**config.mk**
```make
export PLATFORM = sky130hd
export DESIGN_NAME = fifo_wr_arbiter_flat
export DESIGN_NICKNAME = d
export VERILOG_FILES = /design/src/rtl/fifo_wr_arbiter_if.sv /design/src/rtl/fifo_wr_arbiter.sv /design/src/flat_wrapper.sv
export SDC_FILE = /design/constraint.sdc
export NUM_CORES = 1
export LEC_CHECK = 0
export CORE_MARGIN = 10
export CORE_UTILIZATION = 35
export DETAILED_ROUTE_END_ITERATION = 12
export HOLD_SLACK_MARGIN = 0.06
export PLACE_DENSITY_LB_ADDON = 0.12
export RECOVER_POWER = 50
export SYNTH_ARGS = -nofsm -noshare
export SYNTH_HDL_FRONTEND = slang
export SYNTH_SLANG_ARGS = --single-unit
```
**constraint.sdc**
```tcl
create_clock -name wclk -period 2.1 [get_ports wclk]
set_input_delay 0.315 -clock wclk [delete_from_list [all_inputs] [get_ports wclk]]
set_output_delay 0.315 -clock wclk [all_outputs]
set_load 0.05 [all_outputs]
```
**src/rtl/fifo_wr_arbiter_if.sv**
```systemverilog
// Requester/FIFO-write handshake bundle for the write-port arbiter.
// master = requesters plus FIFO status, slave = arbiter.
interface fifo_wr_arbiter_if #(
    parameter int NREQ   = 4,
    parameter int DWIDTH = 8
);
    logic [NREQ-1:0]        req_valid;
    logic [NREQ*DWIDTH-1:0] req_data;
    logic [NREQ-1:0]        req_last;
    logic [NREQ-1:0]        req_ready;
    logic                   wfull;
    logic                   winc;
    logic [DWIDTH-1:0]      wdata;

    modport master (
        output req_valid, req_data, req_last, wfull,
        input  req_ready, winc, wdata
    );

    modport slave (
        input  req_valid, req_data, req_last, wfull,
        output req_ready, winc, wdata
    );
endinterface

```
**src/rtl/fifo_wr_arbiter.sv**
```systemverilog
// Round-robin arbiter sharing the async FIFO write port among NREQ requesters,
// granting bursts of up to BURST_MAX words with wfull backpressure.
//
// state | meaning
// IDLE  | no owner; pick next valid requester after last-served, grant next edge
// BURST | grant held; words move on !wfull, ends on last/BURST_MAX/withdraw
module fifo_wr_arbiter #(
    parameter int NREQ      = 4,
    parameter int DWIDTH    = 8,
    parameter int BURST_MAX = 4
) (
    input  logic             wclk,
    input  logic             wrst,
    fifo_wr_arbiter_if.slave bus,
    output logic [NREQ-1:0]  grant,
    output logic             busy
);
    localparam int IDXW = (NREQ > 1) ? $clog2(NREQ) : 1;
    localparam int BW   = $clog2(BURST_MAX + 1);

    typedef enum logic {IDLE, BURST} state_t;

    state_t          state;
    logic [IDXW-1:0] last_idx;
    logic [BW-1:0]   beat_cnt;
    logic [IDXW-1:0] g_idx;
    logic [IDXW-1:0] sel_idx;
    logic            any_valid;
    logic            active;
    logic            xfer;
    logic            burst_end;
    int              cand;

    always_comb begin
        g_idx = '0;
        for (int i = 0; i < NREQ; i++) begin
            if (grant[i]) g_idx = IDXW'(i);
        end
    end

    // Scan starts just after the last-served requester, so whoever was served
    // most recently has the lowest priority next time.
    always_comb begin
        sel_idx   = '0;
        any_valid = 1'b0;
        cand      = 0;
        for (int k = 1; k <= NREQ; k++) begin
            cand = (int'(last_idx) + k) % NREQ;
            if (!any_valid && bus.req_valid[IDXW'(cand)]) begin
                any_valid = 1'b1;
                sel_idx   = IDXW'(cand);
            end
        end
    end

    // A word offered during the reset cycle must not reach the FIFO.
    assign active    = (state == BURST) && !wrst;
    assign xfer      = active && bus.req_valid[g_idx] && !bus.wfull;
    assign burst_end = (xfer && (bus.req_last[g_idx] || beat_cnt == BW'(BURST_MAX - 1)))
                     || (active && !bus.wfull && !bus.req_valid[g_idx]);

    assign bus.winc      = xfer;
    assign bus.req_ready = (active && !bus.wfull) ? grant : '0;
    assign bus.wdata     = (grant != '0) ? bus.req_data[g_idx*DWIDTH +: DWIDTH] : '0;

    always_ff @(posedge wclk) begin
        if (wrst) begin
            state    <= IDLE;
            grant    <= '0;
            busy     <= 1'b0;
            beat_cnt <= '0;
            last_idx <= IDXW'(NREQ - 1);
        end else begin
            case (state)
                IDLE: begin
                    if (any_valid) begin
                        grant    <= {{(NREQ-1){1'b0}}, 1'b1} << sel_idx;
                        beat_cnt <= '0;
                        busy     <= 1'b1;
                        state    <= BURST;
                    end
                end
                BURST: begin
                    if (xfer) beat_cnt <= beat_cnt + 1'b1;
                    if (burst_end) begin
                        grant    <= '0;
                        busy     <= 1'b0;
                        last_idx <= g_idx;
                        state    <= IDLE;
                    end
                end
                default: begin
                    state <= IDLE;
                    grant <= '0;
                    busy  <= 1'b0;
                end
            endcase
        end
    end
endmodule

```
**src/flat_wrapper.sv**
```systemverilog
// flat-port wrapper written by rule: the top's interface ports become plain ports
module fifo_wr_arbiter_flat 
#(
    parameter int NREQ      = 4,
    parameter int DWIDTH    = 8,
    parameter int BURST_MAX = 4
)
  (wclk, wrst, grant, busy, bus_req_valid, bus_req_data, bus_req_last, bus_wfull, bus_req_ready, bus_winc, bus_wdata);
  fifo_wr_arbiter_if #(.NREQ(NREQ), .DWIDTH(DWIDTH)) bus_i ();
  input  logic wclk;
  input  logic wrst;
  output logic [NREQ-1:0] grant;
  output logic busy;
  input wire logic [$bits(bus_i.req_valid)-1:0] bus_req_valid;
  input wire logic [$bits(bus_i.req_data)-1:0] bus_req_data;
  input wire logic [$bits(bus_i.req_last)-1:0] bus_req_last;
  input wire logic [$bits(bus_i.wfull)-1:0] bus_wfull;
  output wire logic [$bits(bus_i.req_ready)-1:0] bus_req_ready;
  output wire logic [$bits(bus_i.winc)-1:0] bus_winc;
  output wire logic [$bits(bus_i.wdata)-1:0] bus_wdata;
  assign bus_i.req_valid = bus_req_valid;
  assign bus_i.req_data = bus_req_data;
  assign bus_i.req_last = bus_req_last;
  assign bus_i.wfull = bus_wfull;
  assign bus_req_ready = bus_i.req_ready;
  assign bus_winc = bus_i.winc;
  assign bus_wdata = bus_i.wdata;
  fifo_wr_arbiter #(.NREQ(NREQ), .DWIDTH(DWIDTH), .BURST_MAX(BURST_MAX)) u_core (.wclk(wclk), .wrst(wrst), .bus(bus_i), .grant(grant), .busy(busy));
endmodule
```
**Word-level counts from Yosys, hierarchy flattened**

Cells that the tools add are included.

- Add/sub/neg operators: 5
- $lt $le $gt $ge: 5
- Eq/ne operators: 4
- Shifts and indexed selects: 2
- Multiplexer cells: 41
- Bitwise gates (word level): 1
- Reduce and logical (&&, ||, !) cells: 21

Operator list:

| cell | number |
|---|---|
| 32-bit by 6-bit variable part select with 8-bit output | 1 |
| 1-bit two-way mux | 19 |
| 2-bit by 4-bit < comparator with 1-bit output, second input constant | 4 |
| 1-bit binary-select mux with 2-bit select | 6 |
| 2-bit two-way mux | 6 |
| 4-bit two-way mux | 3 |
| 1-bit logical AND | 9 |
| 8-bit two-way mux | 1 |
| 4-bit case mux with 2 select lines | 1 |
| 1-bit logical NOT | 6 |
| 3-bit two-way mux | 2 |
| 3-bit case mux with 2 select lines | 1 |
| 2-bit AND reduction | 3 |
| 2-bit by 1-bit adder with 2-bit output, second input constant | 2 |
| 2-bit adder, second input constant | 2 |
| 2-bit inequality test, second input constant | 2 |
| 1-bit case mux with 2 select lines | 2 |
| 4-bit nonzero test | 1 |
| 1-bit by 2-bit << shifter with 4-bit output, first input constant | 1 |
| 3-bit by 1-bit adder with 3-bit output, second input constant | 1 |
| 3-bit by 2-bit equality test with 1-bit output, second input constant | 1 |
| 2-bit by 3-bit < comparator with 1-bit output, second input constant | 1 |
| 1-bit logical OR | 2 |
| 2-bit by 1-bit inequality test with 1-bit output, second input constant | 1 |
| 1-bit inverter | 1 |

- Bits in registers: 11
- Input bits: 43
- Output and inout bits: 18
- Logic and storage cells: 84

**Depth between registers and ports, before layout**

- Word-level depth: 17
- Depth in mapped cells: 7
- Gate-level depth less buffers: 6

**Worst setup path before layout**

Ideal clock, no wire load.

- Path type: register to register
- Start: register u_core.grant[3]
- End: register u_core.beat_cnt[1]
- Library setup time: 123 ps
- Arrival: 2268 ps
- Required time: 1977 ps
- Slack: -291 ps
- Cell stages (with the launch flop): 6
- Buffers on the path: 1
- Period minus slack after synthesis: 2391 ps
- Cells stage by stage: dfxtp_1 -> buf_4 -> nor2_1 -> a32o_1 -> nor3_2 -> mux2_1

- Cells in the longest elaborated chain, start to end: 7

Ends and longest elaborated chain:

| item | line | RTL |
|---|---|---|
| start, declared | fifo_wr_arbiter.sv:15 | `output logic [NREQ-1:0] grant,` |
| start signal, assigned | fifo_wr_arbiter.sv:77 | `grant <= {{(NREQ-1){1'b0}}, 1'b1} << sel_idx;` |
| 2-bit two-way mux | fifo_wr_arbiter.sv:37 | `if (grant[i]) g_idx = IDXW'(i);` |
| 1-bit binary-select mux with 2-bit select | fifo_wr_arbiter.sv:58 | `assign xfer = active && bus.req_valid[g_idx] && !bus.wfull;` |
| 1-bit two-way mux (implied by the code) | fifo_wr_arbiter.sv:58 |  |
| 1-bit logical AND (2 in a row) | fifo_wr_arbiter.sv:58 |  |
| via bus_winc | flat_wrapper.sv:19 | `output wire logic [$bits(bus_i.winc)-1:0] bus_winc;` |
| 2-bit inequality test (no line) | - |  |
| 2-bit AND reduction (no line) | - |  |
| end signal, assigned | fifo_wr_arbiter.sv:84 | `if (xfer) beat_cnt <= beat_cnt + 1'b1;` |
| end, declared | fifo_wr_arbiter.sv:25 | `logic [BW-1:0] beat_cnt;` |

The timed path passes the listed nets, and every way through them passes these cells. The select of a mux whose other input is x is not followed.
A chain may end at the register's enable or synchronous reset.

**Worst setup path after layout**

- Start: input port bus_req_valid[0]
- End: output port bus_winc

- Cells in the longest elaborated chain, start to end: 4

Ends and longest elaborated chain:

| item | line | RTL |
|---|---|---|
| start, declared | flat_wrapper.sv:14 | `input wire logic [$bits(bus_i.req_valid)-1:0] bus_req_valid;` |
| 1-bit binary-select mux with 2-bit select | fifo_wr_arbiter.sv:58 |  |
| 1-bit two-way mux (implied by the code) | fifo_wr_arbiter.sv:58 |  |
| 1-bit logical AND (2 in a row) | fifo_wr_arbiter.sv:58 |  |
| end, declared | flat_wrapper.sv:19 |  |

Every way passes these cells. The select of a mux whose other input is x is not followed.

==> reports/results.txt <==
Buffers placed on the I/O ports in this run total 60. Measured on the finished design, the core utilization comes to 62.47%. Dividing total power by cell area gives a power density of 607.1 nW/um2. Before antenna repair, the detailed router went through 6 iterations.

The core box area is 2734 um2. The share of total power dissipated in sequential elements is 24.9%. The tools report the largest voltage drop on the vdd net as 430.8 uV. Entering global routing, the biggest net connects 16 pins. The tool flagged a number of max-cap violations equal to 0. Data on the critical path is required at its endpoint by 1.78 ns.

The clock-pin slew of the registers on the worst-case setup and hold paths is 0.07 ns, and the total setup violations reported at the end of the flow is 0. The first global-routing pass estimated 6313 um of wire. Total length of routed wires: 3958 um. The post-synthesis cell type with the largest combined area was dfxtp_1. The analysis attributes to net switching a power of 472.9 uW.

The area of the mapped netlist was 993.5 um2; the post-synthesis register bit count was 11. The worst hold path passes through 2 cells. Counting the buffers created by CTS gives 3. After detailed placement, the design holds a cell count of 218. The tree is rooted in a clkbuf_4. The proportion of synthesized flip-flops having asynchronous set or reset is 0%. Using the TritonRoute via totals, the vias-per-cell ratio works out to 5.644. In this run the tightest slew margin relative to its limit is 37.88%. The leakage power was 0.0006754 uW; the total overflow reported by the global router was 0. Once the floorplan was initialized, standard cells occupied 36.34% of the core.

At the worst endpoint, the arrival time is 1.66 ns. OpenSTA, run right after detailed placement, puts the worst setup slack at 0.01895 ns. The part of the Yosys area used for sequential elements is 22.17%, and the count of buffers added by post-CTS timing repair for setup is 0. Dividing the synthesized area by the synthesized cell count gives 7.822 um2. Of the total power, combinational logic draws 60.8%. The total die area is 5369 um2. Routability-driven placement finished with a final weighted congestion of 0.8261. The critical setup path kind was in2out. Between clock sinks in the finished design, the worst skew comes to 0.003489 ns. The highest-delay cell along the critical path was clkdlybuf4s50_1. By count the netlist is led by mux2i_1 (19), nor2_1 (19), dfxtp_1 (11). The switching share of total power was 45.61%; the total of hold buffers inserted after clock tree synthesis was 0. For the pin with the worst max-slew slack, the measured transition is 0.9201 ns. TritonCTS built the clock tree.

The run gives 38 as the count of unique library cells instantiated by Yosys. The clock passes through at most 2 buffers. Summed over all failing endpoints, the final setup total negative slack is 0 ns.

The type of the tightest min-delay check was reg2reg. During I/O placement, the number of pins put on the boundary was 61. The finished layout holds 222 standard cells, fillers aside.

The kind of cell with the highest combined delay along the critical path is buffers and inverters. For this block, the via count after detailed routing is 1253. STA classifies the critical path endpoint as a primary output. At the end of the flow, the number of nets in the layout was 237. The maximum cell stage delay along the critical path came out at 0.48 ns.

The floorplan step set the die height to 73.28 um. Final setup slack of the worst path: 0.1242 ns. Top cell type's share of synthesized area: 22.17%.

The critical path contains buffers and inverters numbering 2 combined. Layout cell share with drive strength beyond 1: 19.37%. The count of pins over their slew limit is 0, and the routed wirelength normalized by instance count is 17.83 um. Compared with the post-synthesis result, the final layout area differs by 71.91%.

By area the synthesized netlist is led by dfxtp_1 (22%), mux2i_1 (19%), nor2_1 (7.2%). Of the available clock period, the critical path in the final layout requires 94.09%. After detailed routing, the number of remaining DRC violations is 0. For this run, the leading register cell type out of synthesis is dfxtp_1.

During synthesis, Yosys emitted a total of 0 warnings. The number of DRC violations after detailed-routing iteration 0 came out at 73. The worst register-to-register path has a depth of 4. Summed over all nets, the half-perimeter wirelength after detailed placement is 3273 um. Setup repair after global routing left no endpoint under its margin. The largest driver fanout on the critical path works out to 6. The upper clock frequency limit is 506.1 MHz, and the final hold violation count is 0. The H-tree depth reported by CTS is 1.

The post-synthesis cell count was 127. Overall power consumption after layout is estimated at 1037 uW. The global routing usage summed across all routing layers is 14.31%, and the number of enable-type register cells in the synthesized netlist is 0.

The power share of the clock group came out at 14.3%. The tools report the critical path launch point type as an input port. The critical path crosses 5 cells after its start point.

The tree built by TritonCTS fans out to 11 sinks. The via count of the first global-routing pass is 1301. The repair_antennas step left the layout with diodes totalling 0. For the number of rows in the core area, the log shows 19.

The critical path goes through clkdlybuf4s50_1, or4_1, o31ai_4, nor3_4, buf_12. The tools report the number of antenna violations at the first check in global routing as 0. For the worst-skew pair later-pin latency, the log shows 0.27 ns. The number of nets handed over by synthesis was 172.

The die is 73.28 um wide. Once detail routing completed, the nets flagged for antenna violations numbered 0. The worst path needs 1.976 ns of the cycle, external delays included.

The tools report the internal power summed over all cells as 564.0 uW. The run finished with clean final reports.
==> per-stage QoR <==
stage                     cell area, um2  hold WS, ns
after floorplan                     1021       0.4712
after global placement              1714       0.4401
after detailed placement            1714       0.4526
after CTS                           1740       0.4707
after global routing                1708       0.5298
final                               1708       0.4825
==> power groups by stage <==
stage / clock [uW] / combinational [uW] / sequential, uW
after CTS: 148 / 642 / 258
after floorplan: 0 / 359 / 294
after global routing: 157 / 675 / 263
after detailed placement: 0 / 639 / 262
final: 148 / 630 / 259
after global placement: 0 / 624 / 260
==> flip-flops by register name, indices dropped and copies added (netlist names) <==
register and cells:
u_core.beat_cnt 3, u_core.last_idx 2, u_core.state 1, u_core.grant 4, u_core.busy 1
==> area by class of cell <==
class	instances	area (um2)
timing repair buffer	67	670.6
clock buffer	4	26.28
tap	31	38.79
sequential	11	221.5
multi-input combinational	105	735.7
fill	256	1026
inverter	4	15.01
==> kinds of logic (layout without fill, tap and decap cells) <==
group                      Yosys count  after routing  synth area share, %
and+or+nand+nor                     51             51                25.06
AOI/OAI and AO/OA                   32             32                23.80
muxes                               20             20                20.28
DFF                                 11             11                22.17
buffers and inverters               11             75                6.170
adders and majority gates            2              2                2.518
==> metal layers <==
layer / routed length [um] / GRT usage (%)
met5: 0 / 0
met4: 40 / 4.852
met3: 410 / 4.576
met2: 1949 / 24.64
met1: 1557 / 16.08
==> path summary, 6_finish.rpt <==
kind / slack, ns / to / from
worst max-delay path: 0.12 / bus_winc / bus_req_valid[0]
worst min-delay path: 0.48 / u_core.busy$_SDFFE_PP0P_ / u_core.busy$_SDFFE_PP0P_
worst max register to register: 0.33 / u_core.last_idx[0]$_SDFFE_PP1P_ / u_core.grant[2]$_SDFFE_PP0P_
worst min register to register: 0.48 / u_core.busy$_SDFFE_PP0P_ / u_core.busy$_SDFFE_PP0P_
==> placed cells by master (no fill, tap or decap), drive strengths merged, types with 3 or more instances in the layout <==
cell type,synthesis,routed
and3,4,4
buf,5,19
clkbuf,2,6
clkdlybuf4s50,0,43
dfxtp,11,11
inv,4,4
mux2i,19,19
nand2,10,10
nand2b,3,3
nand3,4,4
nor2,19,19
nor3,3,3
o21ai,12,12
==> tightest hold or removal path: stages, from the launching register on <==
cell	delay, ns
dfxtp_1	0.31
nand2_1	0.05
o21ai_0	0.07
==> repair_timing <==
item | 4_1_cts | 5_1_grt
setup endpoints to repair | 0 | 3
endpoints found under the hold margin | 0 | 0
resized for setup | 0 | 2
Power figures use the tool's default switching activity.
